==> src/rtl/tt_wb_pkg.sv <==
// Shared constants, bus FSM state type and byte-lane helpers for the tt_wb_ctrl Wishbone register block.
package tt_wb_pkg;

  localparam logic [31:0] ID_DEFAULT = 32'h5454_0001;

  // Word offsets, i.e. wbs_adr_i[7:2]; byte offsets are these values times four.
  localparam logic [5:0] OFF_ID        = 6'h00;
  localparam logic [5:0] OFF_STATUS    = 6'h01;
  localparam logic [5:0] OFF_IRQ_PEND  = 6'h02;
  localparam logic [5:0] OFF_IRQ_MASK  = 6'h03;
  localparam logic [5:0] OFF_CTRL_BASE = 6'h04;

  typedef enum logic {
    ST_IDLE,
    ST_ACK
  } bus_state_t;

  function automatic logic [31:0] lane_mask(input logic [3:0] sel);
    logic [31:0] m;
    for (int unsigned b = 0; b < 4; b++) begin
      m[8*b +: 8] = {8{sel[b]}};
    end
    return m;
  endfunction

  function automatic logic [31:0] low_mask(input int unsigned n);
    logic [31:0] m;
    for (int unsigned i = 0; i < 32; i++) begin
      m[i] = (i < n);
    end
    return m;
  endfunction

endpackage

==> src/rtl/tt_wb_irq_ctrl.sv <==
// Interrupt controller: rising-edge detect, W1C pending register, mask register and the three
// grouped user_irq lines.
module tt_wb_irq_ctrl
  import tt_wb_pkg::*;
#(
  parameter int unsigned N_IRQ = 8
) (
  input  logic             clk,
  input  logic             rst,
  input  logic [N_IRQ-1:0] irq_src,
  input  logic             pend_wr,
  input  logic             mask_wr,
  input  logic [31:0]      wdata,
  input  logic [31:0]      wmask,
  output logic [31:0]      pend,
  output logic [31:0]      mask,
  output logic [2:0]       user_irq
);

  localparam logic [31:0] VALID = low_mask(N_IRQ);

  logic [31:0] src;
  logic [31:0] hist;
  logic [31:0] rise;
  logic [31:0] clr;
  logic [2:0]  group;

  always_comb begin
    src = '0;
    src[N_IRQ-1:0] = irq_src;
  end

  assign rise = src & ~hist;
  assign clr  = pend_wr ? (wdata & wmask) : '0;

  // Set is ORed in after the clear so a coincident edge keeps the bit pending.
  always_ff @(posedge clk) begin
    if (rst) begin
      hist <= '0;
      pend <= '0;
    end else begin
      hist <= src & VALID;
      pend <= ((pend & ~clr) | rise) & VALID;
    end
  end

  always_ff @(posedge clk) begin
    if (rst) begin
      mask <= '0;
    end else if (mask_wr) begin
      mask <= ((mask & ~wmask) | (wdata & wmask)) & VALID;
    end
  end

  always_comb begin
    group = '0;
    for (int unsigned i = 0; i < 32; i++) begin
      group[i % 3] = group[i % 3] | (pend[i] & mask[i]);
    end
  end

  always_ff @(posedge clk) begin
    if (rst) begin
      user_irq <= '0;
    end else begin
      user_irq <= group;
    end
  end

endmodule

==> src/rtl/tt_wb_ctrl.sv <==
// Wishbone classic register slave: ID, STATUS, IRQ_PEND/IRQ_MASK and N_CTRL control registers.
// Define TT_WB_LA_MIRROR_EN to mirror CTRL[0], IRQ_PEND and IRQ_MASK onto la_data_out.
module tt_wb_ctrl
  import tt_wb_pkg::*;
#(
  parameter int unsigned N_CTRL    = 4,
  parameter int unsigned N_IRQ     = 8,
  parameter logic [31:0] BASE_ADDR = 32'h3000_0000,
  parameter logic [31:0] ID_VALUE  = ID_DEFAULT
) (
  input  logic                wb_clk_i,
  input  logic                wb_rst_i,
  input  logic                wbs_cyc_i,
  input  logic                wbs_stb_i,
  input  logic                wbs_we_i,
  input  logic [3:0]          wbs_sel_i,
  input  logic [31:0]         wbs_adr_i,
  input  logic [31:0]         wbs_dat_i,
  output logic                wbs_ack_o,
  output logic [31:0]         wbs_dat_o,
  output logic [32*N_CTRL-1:0] ctrl_o,
  input  logic [31:0]         stat_i,
  input  logic [N_IRQ-1:0]    irq_src_i,
  output logic [2:0]          user_irq,
  output logic [127:0]        la_data_out
);

  bus_state_t  state;
  logic        hit;
  logic        start;
  logic        wr;
  logic [5:0]  offset;
  logic [31:0] wmask;
  logic [31:0] rdata;
  logic [31:0] irq_pend;
  logic [31:0] irq_mask;
  logic [31:0] ctrl_reg [N_CTRL];
  logic        unused_adr;

  assign hit        = wbs_cyc_i & wbs_stb_i & (wbs_adr_i[31:8] == BASE_ADDR[31:8]);
  assign offset     = wbs_adr_i[7:2];
  assign start      = (state == ST_IDLE) & hit;
  assign wr         = start & wbs_we_i;
  assign wmask      = lane_mask(wbs_sel_i);
  assign unused_adr = ^wbs_adr_i[1:0];

  always_comb begin
    rdata = '0;
    case (offset)
      OFF_ID:       rdata = ID_VALUE;
      OFF_STATUS:   rdata = stat_i;
      OFF_IRQ_PEND: rdata = irq_pend;
      OFF_IRQ_MASK: rdata = irq_mask;
      default: begin
        for (int unsigned k = 0; k < N_CTRL; k++) begin
          if (offset == OFF_CTRL_BASE + 6'(k)) rdata = ctrl_reg[k];
        end
      end
    endcase
  end

  // Side effects and the read sample both happen on the IDLE->ACK edge, so a reset
  // during ACK simply drops the pending ack.
  always_ff @(posedge wb_clk_i) begin
    if (wb_rst_i) begin
      state     <= ST_IDLE;
      wbs_ack_o <= 1'b0;
      wbs_dat_o <= '0;
    end else begin
      case (state)
        ST_IDLE: begin
          if (hit) begin
            state     <= ST_ACK;
            wbs_ack_o <= 1'b1;
            wbs_dat_o <= wbs_we_i ? '0 : rdata;
          end else begin
            wbs_ack_o <= 1'b0;
            wbs_dat_o <= '0;
          end
        end
        default: begin
          state     <= ST_IDLE;
          wbs_ack_o <= 1'b0;
          wbs_dat_o <= '0;
        end
      endcase
    end
  end

  for (genvar k = 0; k < int'(N_CTRL); k++) begin : g_ctrl
    always_ff @(posedge wb_clk_i) begin
      if (wb_rst_i) begin
        ctrl_reg[k] <= '0;
      end else if (wr && offset == OFF_CTRL_BASE + 6'(k)) begin
        ctrl_reg[k] <= (ctrl_reg[k] & ~wmask) | (wbs_dat_i & wmask);
      end
    end
    assign ctrl_o[32*k +: 32] = ctrl_reg[k];
  end

  tt_wb_irq_ctrl #(
    .N_IRQ (N_IRQ)
  ) u_irq (
    .clk      (wb_clk_i),
    .rst      (wb_rst_i),
    .irq_src  (irq_src_i),
    .pend_wr  (wr && offset == OFF_IRQ_PEND),
    .mask_wr  (wr && offset == OFF_IRQ_MASK),
    .wdata    (wbs_dat_i),
    .wmask    (wmask),
    .pend     (irq_pend),
    .mask     (irq_mask),
    .user_irq (user_irq)
  );

`ifdef TT_WB_LA_MIRROR_EN
  assign la_data_out = {32'h0, irq_mask, irq_pend, ctrl_reg[0]};
`else
  assign la_data_out = '0;
`endif

endmodule

==> config.mk <==
export PLATFORM = sky130hd
export DESIGN_NAME = tt_wb_ctrl
export DESIGN_NICKNAME = d
export VERILOG_FILES = /design/src/rtl/tt_wb_pkg.sv /design/src/rtl/tt_wb_irq_ctrl.sv /design/src/rtl/tt_wb_ctrl.sv
export SDC_FILE = /design/constraint.sdc
export NUM_CORES = 1
export LEC_CHECK = 0
export CORE_ASPECT_RATIO = 1.1
export CORE_MARGIN = 4
export CORE_UTILIZATION = 40
export DETAILED_ROUTE_END_ITERATION = 10
export PLACE_DENSITY = 0.75
export SKIP_CTS_REPAIR_TIMING = 1
export SLEW_MARGIN = 20
export SYNTH_ARGS = -nofsm -noshare
export SYNTH_HDL_FRONTEND = slang
export SYNTH_SLANG_ARGS = --single-unit
export TNS_END_PERCENT = 1
==> constraint.sdc <==
create_clock -name wb_clk_i -period 3.45 [get_ports wb_clk_i]
set_input_delay 0.69 -clock wb_clk_i [delete_from_list [all_inputs] [get_ports wb_clk_i]]
set_output_delay 0.69 -clock wb_clk_i [all_outputs]
set_load 0.01 [all_outputs]
==> metrics.txt <==
status=complete, no violations; Max Cap Viol=0; Initial Utilization=0.404; GR Util All Layers=0.227; data arrival time of the worst path=2950 ps; DP Worst Slack=394 ps; DRT met1 WL=12300 µm; Mapped Cells=940; Antenna diodes=0; Core Box Area=0.0244 mm²; cell taking the most area after synthesis=edfxtp_1; class of the worst hold path=reg2reg; die height=173 µm; setup violators final=0; Mapped Area=0.00987 mm²; Max IR drop VDD=0.000286 V; register area=0.00504 mm²; Max Used Layer=met4; Chip Width=158 µm; Pwr Total=5.12 mW; routed wire length=32300 µm; Setup Crit Path Kind=in2reg; syn_area_per_cell=10.5 µm²; clk_lat worst skew=430 ps; TritonCTS buffer count=17; Final Critical Period=2610 ps; # rows=60; CP endpoint kind=flip-flop; GP Congestion=0.880; Layout area overhead=33.0%; Final period util=0.756; setup repair after global routing missed its margin=no; Top-Level Pins=405; Slew Limit Fails=0; vias in the first global route=7919; grt ovf=0; IO Port Bufs=274; critical path required time=3790 ps; first-pass GRT wire length=47800 µm; pin count of the biggest net entering global routing=41; clock skew=9.94 ps; Yosys reg bits=188; DR WL met3=2910 µm; vias=8088; Netlist cell types=42; Synth top area share=0.390; Seq/Total Area, Yosys=0.511; multi-input logic area=0.00407 mm²; leakage power=4.72 nW; clock sinks=188; CTS clk-pin slew, worst paths=70 ps; antenna-violating nets left=0; starting DRC count in detailed routing=660; final hold vios=0; EDFF count, synth=128; number of vias per cell=5.29; final-layout fill cell count=2176; initial antenna violation count=0; nets=1319; post-route worst setup slack=841 ps; Most used DFF post-synth=edfxtp_1; # DRC=0; DIE AREA=0.0273 mm²; PD cells=390 mW/mm²; CP startpoint kind=primary input; f_max=383 MHz; top area cells in the synthesized netlist=edfxtp_1, dfxtp_1, buf_4; Routed WL per cell=21.1 µm; CTS tree=built; layout cell share with drive strength beyond 1=0.0837; Critical Path Fanout Max=16; headroom to the max-slew limit=0.558; Worst Max-Slew Pin Slew=661 ps; Fin Setup TNS=0 ps; async set-reset flop share out of synthesis=0; DRT Pass-1 Iters=7; clock root cell=clkbuf_16; CTS max path bufs=2; Post-DP HPWL=22700 µm; H-tree depth=4; met2 wire length=16700 µm; number of flip-flops in the largest register=128; Synth warnings=0
## cells by family (layout without fill, tap and decap cells)
logic type	after synthesis	count (layout)	share of synthesized area
compound gates	254	254	0.151
mux	34	34	0.0486
other cells	1	128	0.000380
buf+inv	194	346	0.126
flops	188	188	0.511
simple gates	269	269	0.163
## worst max-delay path, cell delays in order
cell and delay (ps):
clkdlybuf4s50_1 420, nor4b_2 360, and3_1 380, or4b_2 630, buf_4 250, a21oi_1 210
## power by group
group / internal [mW] / switching [mW]
sequential: 2.46 / 0.0576
combinational: 0.302 / 0.330
clock: 1.07 / 0.901
total: 3.83 / 1.29
## cells in the mapped netlist, types with 11 or more instances
library cell and instances:
a21oi_1 167, nand2b_1 137, buf_4 128, edfxtp_1 128, dfxtp_1 60, clkbuf_1 51
nand2_1 35, a22oi_1 26, nor2_1 26, mux2i_1 22, nand4_1 20, and2_1 19
o31ai_1 16, o21ai_0 15, mux4_2 11, nor2b_1 11
## layout make-up
class                           instances  share of cell area
Clock buffer                           20              0.0356
Clock inverter                         12             0.00839
Multi-Input combinational cell        685               0.310
Sequential cell                       188               0.384
Tap cell                              310              0.0295
Timing Repair Buffer                  314               0.232
## layer usage
layer	track usage	up-vias
li1	-	3658
met1	0.281	3957
met2	0.397	443
met3	0.0568	30
met4	0.0534	0
met5	0	-
## cell usage in the layout (no fill, tap or decap), types with 2 or more instances in the layout
| cell type | netlist | final |
|---|---|---|
| edfxtp_1 | 128 | 128 |
| nor4b_2 | 2 | 2 |
| nand2_1 | 35 | 35 |
| o31ai_1 | 16 | 16 |
| nor4_2 | 3 | 4 |
| nand4_1 | 20 | 20 |
| a21oi_1 | 167 | 167 |
| and3_1 | 3 | 3 |
| dfxtp_1 | 60 | 60 |
| nor2_1 | 26 | 26 |
| o2bb2ai_1 | 6 | 6 |
| and2_1 | 19 | 20 |
| inv_4 | 0 | 2 |
| buf_4 | 128 | 39 |
| a21oi_2 | 4 | 4 |
| o21ai_0 | 15 | 15 |
| a32oi_1 | 7 | 7 |
| clkinv_4 | 0 | 3 |
| nand2b_1 | 137 | 137 |
| mux4_2 | 11 | 11 |
| conb_1 | 1 | 128 |
| clkbuf_16 | 0 | 18 |
| inv_6 | 0 | 2 |
| a21o_2 | 0 | 4 |
| a22oi_1 | 26 | 26 |
| buf_2 | 8 | 2 |
| mux2i_1 | 22 | 22 |
| inv_1 | 0 | 2 |
| nand3_1 | 2 | 2 |
| nor2b_1 | 11 | 10 |
| a222oi_1 | 8 | 8 |
| clkdlybuf4s50_1 | 0 | 272 |
## stage by stage
| step | std cells | hold WS (ps) | area (µm²) | util |
|---|---|---|---|---|
| finish | 1529 | 485 | 13100 | 0.538 |
| global route | 1529 | 500 | 13100 | 0.538 |
| CTS | 1529 | 483 | 13100 | 0.538 |
| detailed placement | 1497 | 474 | 12600 | 0.514 |
| global placement | 1497 | 464 | 12600 | 0.514 |
| floorplan | 1067 | 454 | 10300 | - |
## worst paths after layout
path	start	to	slack [ps]	cells past startpoint
worst min-delay path	flip-flop	flip-flop	490	2
worst max-delay path	wbs_adr_i[31]	wbs_dat_o[3]	840	6
worst max register to register	state	wbs_dat_o[3]	1200	5
worst min register to register	flip-flop	flip-flop	490	2
(Power assumes the default switching activity.)
